`config.mk`:
```
export PLATFORM = sky130hd
export DESIGN_NAME = row_shift_writer_flat
export DESIGN_NICKNAME = d
export VERILOG_FILES = /design/src/rtl/row_shift_writer_pkg.sv /design/src/rtl/row_shift_writer_if.sv /design/src/rtl/row_shift_writer_half_period_timer.sv /design/src/rtl/row_shift_writer.sv /design/src/flat_wrapper.sv
export SDC_FILE = /design/constraint.sdc
export NUM_CORES = 1
export LEC_CHECK = 0
export BUFFER_PORTS_ARGS = -buffer_cell sky130_fd_sc_hd__buf_2
export CAP_MARGIN = 40
export CORE_MARGIN = 2
export CORE_UTILIZATION = 51
export DETAILED_ROUTE_END_ITERATION = 7
export GPL_TIMING_DRIVEN = 0
export PLACE_DENSITY = 0.84
export SLEW_MARGIN = 25
export SYNTH_ARGS = -nofsm -noshare
export SYNTH_HDL_FRONTEND = slang
export SYNTH_HIERARCHICAL = 1
export SYNTH_SLANG_ARGS = --single-unit
```
`constraint.sdc`:
```
create_clock -name clk -period 2 [get_ports clk]
set_clock_uncertainty 0.2 [all_clocks]
set_input_delay 0.4 -clock clk [delete_from_list [all_inputs] [get_ports clk]]
set_output_delay 0.4 -clock clk [all_outputs]
set_load 0.05 [all_outputs]
```
`src/rtl/row_shift_writer_pkg.sv`:
```
// -----------------------------------------------------------------------------
// row_shift_writer_pkg
//
// Shared constants for the row/key serial configuration writer:
//   - default values of the writer parameters (row count, key width, serial
//     clock divider),
//   - the configuration FSM state encoding,
//   - a small helper that tells whether a state is timed by the half-period
//     timer.
// No ports; imported by the interface and all writer modules.
// -----------------------------------------------------------------------------
package row_shift_writer_pkg;

   // Default parameter values of the writer.
   localparam int DEF_N_ROWS  = 24;  // row bits per configuration frame
   localparam int DEF_KEY_W   = 8;   // key word width
   localparam int DEF_CLK_DIV = 4;   // system cycles per serial half-period

   // Configuration FSM states. Encodings are fixed so that waveforms and any
   // debug readback stay stable across builds.
   typedef enum logic [2:0] {
      ST_IDLE     = 3'd0,
      ST_ROW_LO   = 3'd1,
      ST_ROW_HI   = 3'd2,
      ST_KEY_LO   = 3'd3,
      ST_KEY_HI   = 3'd4,
      ST_LATCH    = 3'd5,
      ST_KEY_DONE = 3'd6
   } state_e;

   // True for the states whose length is one serial half-period; these are
   // the states that consume the half-period timer tick.
   function automatic logic is_timed(input state_e s);
      return (s == ST_ROW_LO) || (s == ST_ROW_HI) ||
             (s == ST_KEY_LO) || (s == ST_KEY_HI) ||
             (s == ST_LATCH);
   endfunction

endpackage : row_shift_writer_pkg

```
`src/rtl/row_shift_writer_if.sv`:
```
// -----------------------------------------------------------------------------
// row_shift_writer_if
//
// Request/status bus between a controller and the row_shift_writer.
// Signal names are seen from the writer side (i_* into the writer, o_* out).
//
//   i_row_wren        one-cycle request to send one row bit
//   i_row_val         row bit value, sampled with i_row_wren
//   i_key_wren        one-cycle request to send the key and latch
//   i_key[KEY_W]      key word, sampled with i_key_wren
//   o_write_done      writer idle and ready for a request
//   o_key_write_done  one-cycle pulse at the end of a key sequence
//   o_overrun         sticky: a request arrived while busy or collided
//   o_len_err         sticky: key requested after a wrong row-bit count
//
// Modports: master = controller, slave = writer.
// -----------------------------------------------------------------------------
interface row_shift_writer_if
   import row_shift_writer_pkg::*;
#(
   parameter int KEY_W = DEF_KEY_W
);

   logic             i_row_wren;
   logic             i_row_val;
   logic             i_key_wren;
   logic [KEY_W-1:0] i_key;
   logic             o_write_done;
   logic             o_key_write_done;
   logic             o_overrun;
   logic             o_len_err;

   modport master (
      output i_row_wren,
      output i_row_val,
      output i_key_wren,
      output i_key,
      input  o_write_done,
      input  o_key_write_done,
      input  o_overrun,
      input  o_len_err
   );

   modport slave (
      input  i_row_wren,
      input  i_row_val,
      input  i_key_wren,
      input  i_key,
      output o_write_done,
      output o_key_write_done,
      output o_overrun,
      output o_len_err
   );

endinterface : row_shift_writer_if

```
`src/rtl/row_shift_writer_half_period_timer.sv`:
```
// -----------------------------------------------------------------------------
// half_period_timer
//
// Down-counter that measures one serial half-period of CLK_DIV system cycles.
// A load arms it for a fresh half-period; tick_o is high during the last
// cycle of that half-period. Loading in the same cycle as the tick starts the
// next half-period back to back, so consecutive phases are exactly CLK_DIV
// cycles each.
//
//   clk     system clock
//   rst_n   asynchronous active-low reset (counter to 0)
//   load_i  start a new half-period on the next cycle
//   tick_o  last cycle of the current half-period
// -----------------------------------------------------------------------------
module half_period_timer #(
   parameter int CLK_DIV = 4
) (
   input  logic clk,
   input  logic rst_n,
   input  logic load_i,
   output logic tick_o
);

   localparam int               CNT_W  = $clog2(CLK_DIV) + 1;
   localparam logic [CNT_W-1:0] RELOAD = CNT_W'(CLK_DIV - 1);

   logic [CNT_W-1:0] cnt_q;
   logic [CNT_W-1:0] cnt_d;

   // NOTE: cnt_d gets a default before any branch so no path leaves it
   // unassigned; otherwise synthesis would infer a latch.
   always_comb begin
      cnt_d = cnt_q;
      if (load_i) begin
         cnt_d = RELOAD;
      end else if (cnt_q != '0) begin
         cnt_d = cnt_q - CNT_W'(1);
      end
   end

   // NOTE: registers are written with non-blocking assignments so every
   // flop samples the pre-edge values, independent of block ordering.
   always_ff @(posedge clk or negedge rst_n) begin
      if (!rst_n) begin
         cnt_q <= '0;
      end else begin
         cnt_q <= cnt_d;
      end
   end

   // Counter parks at zero when not reloaded, so the tick never wraps.
   assign tick_o = (cnt_q == '0);

endmodule : half_period_timer

```
`src/rtl/row_shift_writer.sv`:
```
// -----------------------------------------------------------------------------
// row_shift_writer
//
// Serialises configuration data into a sensor over a three-wire interface
// (serial clock, serial data, load strobe).
//
//   Row request: one bit is driven on o_sdata for one serial clock period
//   (CLK_DIV cycles low, CLK_DIV cycles high). Accepted row bits are counted.
//   Key request: KEY_W bits are shifted MSB first, then o_latch is pulsed for
//   one half-period and o_key_write_done pulses for one cycle. A key accepted
//   after a row count other than N_ROWS sets the sticky o_len_err; the row
//   count restarts once the key sequence completes.
//   Any request that cannot be accepted sets the sticky o_overrun.
//
// Ports
//   clk            system clock (single domain)
//   rst_n          asynchronous active-low reset
//   bus            row_shift_writer_if.slave request/status bus
//   o_sclk         sensor serial clock
//   o_sdata        sensor serial data (holds its last value in idle)
//   o_latch        sensor load strobe
// -----------------------------------------------------------------------------
module row_shift_writer
   import row_shift_writer_pkg::*;
#(
   parameter int N_ROWS  = DEF_N_ROWS,
   parameter int KEY_W   = DEF_KEY_W,
   parameter int CLK_DIV = DEF_CLK_DIV
) (
   input  logic                clk,
   input  logic                rst_n,
   row_shift_writer_if.slave   bus,
   output logic                o_sclk,
   output logic                o_sdata,
   output logic                o_latch
);

   // Row counter saturates at N_ROWS+1 so an over-long frame never wraps
   // back to a count that looks correct.
   localparam int                   ROW_CNT_W = $clog2(N_ROWS + 2);
   localparam logic [ROW_CNT_W-1:0] ROW_SAT   = ROW_CNT_W'(N_ROWS + 1);
   localparam logic [ROW_CNT_W-1:0] ROW_FULL  = ROW_CNT_W'(N_ROWS);

   localparam int                   BIT_W     = $clog2(KEY_W) + 1;
   localparam logic [BIT_W-1:0]     BIT_LAST  = BIT_W'(KEY_W - 1);

   // ---------------------------------------------------------------------
   // State and registered outputs
   // ---------------------------------------------------------------------
   state_e                 state_q;
   logic                   sclk_q;
   logic                   sdata_q;
   logic                   latch_q;
   logic                   key_done_q;
   logic                   overrun_q;
   logic                   len_err_q;
   logic [ROW_CNT_W-1:0]   row_cnt_q;
   logic [BIT_W-1:0]       bit_idx_q;
   logic [KEY_W-1:0]       shift_q;     // key bits not yet driven, MSB next

   // ---------------------------------------------------------------------
   // Request decode
   // ---------------------------------------------------------------------
   logic in_idle;
   logic any_req;
   logic accept_row;
   logic accept_key;
   logic reject;
   logic tick;
   logic timer_load;

   assign in_idle    = (state_q == ST_IDLE);
   assign any_req    = bus.i_row_wren | bus.i_key_wren;
   // A row request wins over a simultaneous key request.
   assign accept_row = in_idle & bus.i_row_wren;
   assign accept_key = in_idle & bus.i_key_wren & ~bus.i_row_wren;
   assign reject     = (any_req & ~in_idle) |
                       (in_idle & bus.i_row_wren & bus.i_key_wren);

   // Arm the timer when a sequence starts and at every phase boundary.
   assign timer_load = accept_row | accept_key | (is_timed(state_q) & tick);

   half_period_timer #(
      .CLK_DIV (CLK_DIV)
   ) u_timer (
      .clk    (clk),
      .rst_n  (rst_n),
      .load_i (timer_load),
      .tick_o (tick)
   );

   // ---------------------------------------------------------------------
   // Configuration FSM with registered serial outputs
   // ---------------------------------------------------------------------
   // NOTE: the key shift register and other datapath registers are reset
   // along with the control state so a reset always leaves the serial pins
   // in a known, quiet condition.
   always_ff @(posedge clk or negedge rst_n) begin
      if (!rst_n) begin
         state_q    <= ST_IDLE;
         sclk_q     <= 1'b0;
         sdata_q    <= 1'b0;
         latch_q    <= 1'b0;
         key_done_q <= 1'b0;
         row_cnt_q  <= '0;
         bit_idx_q  <= '0;
         shift_q    <= '0;
      end else begin
         case (state_q)
            ST_IDLE: begin
               sclk_q  <= 1'b0;
               latch_q <= 1'b0;
               if (accept_row) begin
                  sdata_q <= bus.i_row_val;
                  state_q <= ST_ROW_LO;
                  if (row_cnt_q != ROW_SAT) begin
                     row_cnt_q <= row_cnt_q + ROW_CNT_W'(1);
                  end
               end else if (accept_key) begin
                  // First key bit goes out now; the rest wait in shift_q.
                  sdata_q   <= bus.i_key[KEY_W-1];
                  shift_q   <= bus.i_key << 1;
                  bit_idx_q <= '0;
                  state_q   <= ST_KEY_LO;
               end
            end

            ST_ROW_LO: begin
               if (tick) begin
                  sclk_q  <= 1'b1;
                  state_q <= ST_ROW_HI;
               end
            end

            ST_ROW_HI: begin
               if (tick) begin
                  sclk_q  <= 1'b0;
                  state_q <= ST_IDLE;
               end
            end

            ST_KEY_LO: begin
               if (tick) begin
                  sclk_q  <= 1'b1;
                  state_q <= ST_KEY_HI;
               end
            end

            ST_KEY_HI: begin
               if (tick) begin
                  sclk_q <= 1'b0;
                  if (bit_idx_q == BIT_LAST) begin
                     latch_q <= 1'b1;
                     state_q <= ST_LATCH;
                  end else begin
                     sdata_q   <= shift_q[KEY_W-1];
                     shift_q   <= shift_q << 1;
                     bit_idx_q <= bit_idx_q + BIT_W'(1);
                     state_q   <= ST_KEY_LO;
                  end
               end
            end

            ST_LATCH: begin
               if (tick) begin
                  latch_q    <= 1'b0;
                  key_done_q <= 1'b1;
                  state_q    <= ST_KEY_DONE;
               end
            end

            ST_KEY_DONE: begin
               key_done_q <= 1'b0;
               row_cnt_q  <= '0;
               bit_idx_q  <= '0;
               state_q    <= ST_IDLE;
            end

            default: begin
               sclk_q     <= 1'b0;
               latch_q    <= 1'b0;
               key_done_q <= 1'b0;
               state_q    <= ST_IDLE;
            end
         endcase
      end
   end

   // ---------------------------------------------------------------------
   // Sticky error flags; cleared only by reset
   // ---------------------------------------------------------------------
   always_ff @(posedge clk or negedge rst_n) begin
      if (!rst_n) begin
         overrun_q <= 1'b0;
         len_err_q <= 1'b0;
      end else begin
         if (reject) begin
            overrun_q <= 1'b1;
         end
         if (accept_key && (row_cnt_q != ROW_FULL)) begin
            len_err_q <= 1'b1;
         end
      end
   end

   // ---------------------------------------------------------------------
   // Outputs
   // ---------------------------------------------------------------------
   assign bus.o_write_done     = in_idle;
   assign bus.o_key_write_done = key_done_q;
   assign bus.o_overrun        = overrun_q;
   assign bus.o_len_err        = len_err_q;
   assign o_sclk               = sclk_q;
   assign o_sdata              = sdata_q;
   assign o_latch              = latch_q;

endmodule : row_shift_writer

```
`src/flat_wrapper.sv`:
```
// flat-port wrapper written by rule: the top's interface ports become plain ports
module row_shift_writer_flat import row_shift_writer_pkg::*;
#(
   parameter int N_ROWS  = DEF_N_ROWS,
   parameter int KEY_W   = DEF_KEY_W,
   parameter int CLK_DIV = DEF_CLK_DIV
)
  (clk, rst_n, o_sclk, o_sdata, o_latch, bus_i_row_wren, bus_i_row_val, bus_i_key_wren, bus_i_key, bus_o_write_done, bus_o_key_write_done, bus_o_overrun, bus_o_len_err);
  row_shift_writer_if #(.KEY_W(KEY_W)) bus_i ();
  input  logic clk;
  input  logic rst_n;
  output logic o_sclk;
  output logic o_sdata;
  output logic o_latch;
  input wire logic [$bits(bus_i.i_row_wren)-1:0] bus_i_row_wren;
  input wire logic [$bits(bus_i.i_row_val)-1:0] bus_i_row_val;
  input wire logic [$bits(bus_i.i_key_wren)-1:0] bus_i_key_wren;
  input wire logic [$bits(bus_i.i_key)-1:0] bus_i_key;
  output wire logic [$bits(bus_i.o_write_done)-1:0] bus_o_write_done;
  output wire logic [$bits(bus_i.o_key_write_done)-1:0] bus_o_key_write_done;
  output wire logic [$bits(bus_i.o_overrun)-1:0] bus_o_overrun;
  output wire logic [$bits(bus_i.o_len_err)-1:0] bus_o_len_err;
  assign bus_i.i_row_wren = bus_i_row_wren;
  assign bus_i.i_row_val = bus_i_row_val;
  assign bus_i.i_key_wren = bus_i_key_wren;
  assign bus_i.i_key = bus_i_key;
  assign bus_o_write_done = bus_i.o_write_done;
  assign bus_o_key_write_done = bus_i.o_key_write_done;
  assign bus_o_overrun = bus_i.o_overrun;
  assign bus_o_len_err = bus_i.o_len_err;
  row_shift_writer #(.N_ROWS(N_ROWS), .KEY_W(KEY_W), .CLK_DIV(CLK_DIV)) u_core (.clk(clk), .rst_n(rst_n), .bus(bus_i), .o_sclk(o_sclk), .o_sdata(o_sdata), .o_latch(o_latch));
endmodule
```
==> results.txt <==
First drt pass iteration count = 4
Synth-to-layout area growth = 21.43%
Clk buf depth = 2
Startpoint Class = register
Power Density = 502.6 nW/um^2
Most common cell after layout, fill and taps aside = dfrtp_1
Final instance area = 1978 sq um
CP Class = register to primary output
Clk sinks = 28
Ys async rst share = 100.0%
Achievable Freq = 506.4 MHz
Number of global-route vias before repair = 1,384
Final hold viol count = 0
Cell Area, Placed = 1785 sq um
Syn avg cell area = 9.933 sq um
Netlist cell types = 49
Worst Tran Pin Value = 638.9 ps
Cells after synthesis = 164
Chip Width = 60.52 um
DRC viols = 0
Root buffer cell = clkbuf_4
Crit-path cells = or3_4, inv_2, buf_8
Mapped Nets = 183
EDFF count, synth = 0
Sequential cell area = 701.9 sq um
Capturing element type of the critical path = primary output
Crit path buf inv count = 2
Largest net degree at the start of global routing = 29
Avg WL per Cell = 15.93 um
Max-cap viol count = 0
Most frequent cells in the layout = dfrtp_1 (27), nor2_1 (19), buf_2 (18)
Leakage Power = 0.9459 nW
DP Wirelength = 2418 um
Die Ht = 60.52 um
Ratio of cells with drive above 1 in the final layout = 30.77%
Initial Util = 53.36%
Num CTS Buffers = 3
Critical path's top delay family = flip-flops
Max VDD drop = 0.2545 mV
Crit Path Max Fanout = 2
GRT Total Usage = 22.62%
I/O Pins = 20
Max incr delay on CP = 450 ps
CP required = 1400 ps
R2R Setup Slk = 30 ps
Fin. max-slew vios = 0
Hold WC Path Type = input port to register
Routed Antenna Nets = 0
N_diodes = 0
Synth Flop Type = dfrtp_1
Row count = 20
Ys Warns = 6
Synthesized area = 1629 sq um
Layout filler cell count = 248
CP Data Arrival Time = 1370 ps
Clock Latency Late Sink = 340 ps
Power Total = 994.2 uW
Core ar. = 3053 sq um
Status = finished, final reports clean
GPL Wtd Cong = 0.7714
Post-layout minimum cycle time = 1975 ps
Via Count = 1,386
Slew HR = 57.40%
Global-route wire length before repair = 6065 um
CTS tree = yes
CTS H-tree lvls = 1
Overflow after GRT = 0
Fin crit share = 98.73%
Seq/Total Area, Yosys = 43.01%
Initial antenna violation count = 0
PortBufs = 19
Initial DRC Count = 77
Die area = 3662 sq um
Setup TNS after final layout = 0 ps
Routed vias/inst = 5.799
Multi-input gate area = 894.6 sq um
Clock Pin Slew Worst Setup and Hold Paths = 160 ps
Yosys reg bits = 28
Nets = 215
Crit-path slowest cell = dfrtp_1
Total wire length = 3808 um
RSZ-0062 raised after global routing = true
Setup violators final = 0
-- cells in the mapped netlist (3+ instances only) --
cell type  instances  area [sq um]
nand2b_1           4         25.02
nand4b_1           3         26.28
o21ai_0            6         30.03
ha_1               6         75.07
o22ai_1            3         18.77
nor2b_1            3         18.77
dfrtp_1           28         700.7
nor2_1            19         71.32
inv_1             11         41.29
nand2_1            6         22.52
a21oi_2            4         35.03
a21oi_1           12         60.06
nor3_1             3         15.01
buf_6              3         33.78
mux2i_1           10         100.1
-- final timing paths --
kind                                          from                   end  cells past startpoint
max                              u_core/state_q[2]      bus_o_write_done                      3
min                                   bus_i_key[0]     u_core/shift_q[1]                      3
max reg2reg                u_core/u_timer/cnt_q[0]   u_core/bit_idx_q[2]                      7
min reg2reg                   u_core/bus.o_len_err  u_core/bus.o_len_err                      1
max in group asynchronous                    rst_n     u_core/state_q[0]                      2
min in group asynchronous                    rst_n        u_core/o_sdata                      2
-- logic make-up (layout without fill, tap and decap cells) --
| group | after synthesis | in the layout | synth area share (%) |
|---|---|---|---|
| fa+ha+maj | 6 | 6 | 4.608 |
| buf+inv | 20 | 51 | 6.375 |
| mux | 11 | 11 | 6.836 |
| xor+xnor | 3 | 3 | 1.613 |
| compound gates | 39 | 39 | 16.67 |
| flops | 28 | 28 | 43.01 |
| simple gates | 57 | 57 | 20.89 |
-- registers in the layout, indices dropped and copies added (netlist names) --
register,flops
u_core/bus.o_overrun,1
u_core/o_sdata,1
u_core/bus.o_len_err,1
u_core/o_latch,1
u_core/row_cnt_q,5
u_core/state_q,3
u_core/u_timer/cnt_q,3
u_core/bit_idx_q,4
u_core/shift_q,7
u_core/o_sclk,1
u_core/bus.o_key_write_done,1
-- report_power, final --
part	leakage, nW	internal (mW)	switching (mW)
combinational	0.567	0.0173	0.0284
sequential	0.351	0.568	0.00104
clock	0.0279	0.203	0.176
-- worst min-delay path: stages --
cell,delay [ps]
buf_2,80
nand3b_1,80
o21ai_0,90
-- cell type report --
class,instances,area share (%)
inverters,11,2.087
clock buffers,3,1.139
plain buffers,6,2.151
repair buffers,30,9.614
flip-flops and latches,28,35.48
clock inverters,1,1.518
well taps,44,2.783
multi-input cells,116,45.22
-- routing by layer --
| layer | wire length, um | track usage [%] |
|---|---|---|
| met5 | 0 | 0 |
| met3 | 173 | 2.345 |
| met1 | 1525 | 25.10 |
| met4 | 75 | 10.56 |
| met2 | 2033 | 43.01 |
-- timing repair --
action                                 in CTS  in global routing
endpoints found under the hold margin      28                  0
buffers inserted                            7                  3
gates resized for setup                    10                  9
setup endpoints to repair                   7                 13
gates cloned                                0                  0
hold buffers                                1                  0
pin swaps                                   2                  4
-- per-stage QoR --
stage	hold WS (ps)	util, %	instances	worst slack, ps
2_1_floorplan	-95.59	-	164	3.359
3_3_place_gp	234.3	58.48	227	-82.03
3_5_place_dp	241.9	58.48	227	-140.1
4_1_cts	135.8	63.65	238	-83.88
5_1_grt	111.2	64.80	239	-28.59
6_report	138.9	64.80	239	25.37
No activity file was read; power rests on OpenSTA's default activity.
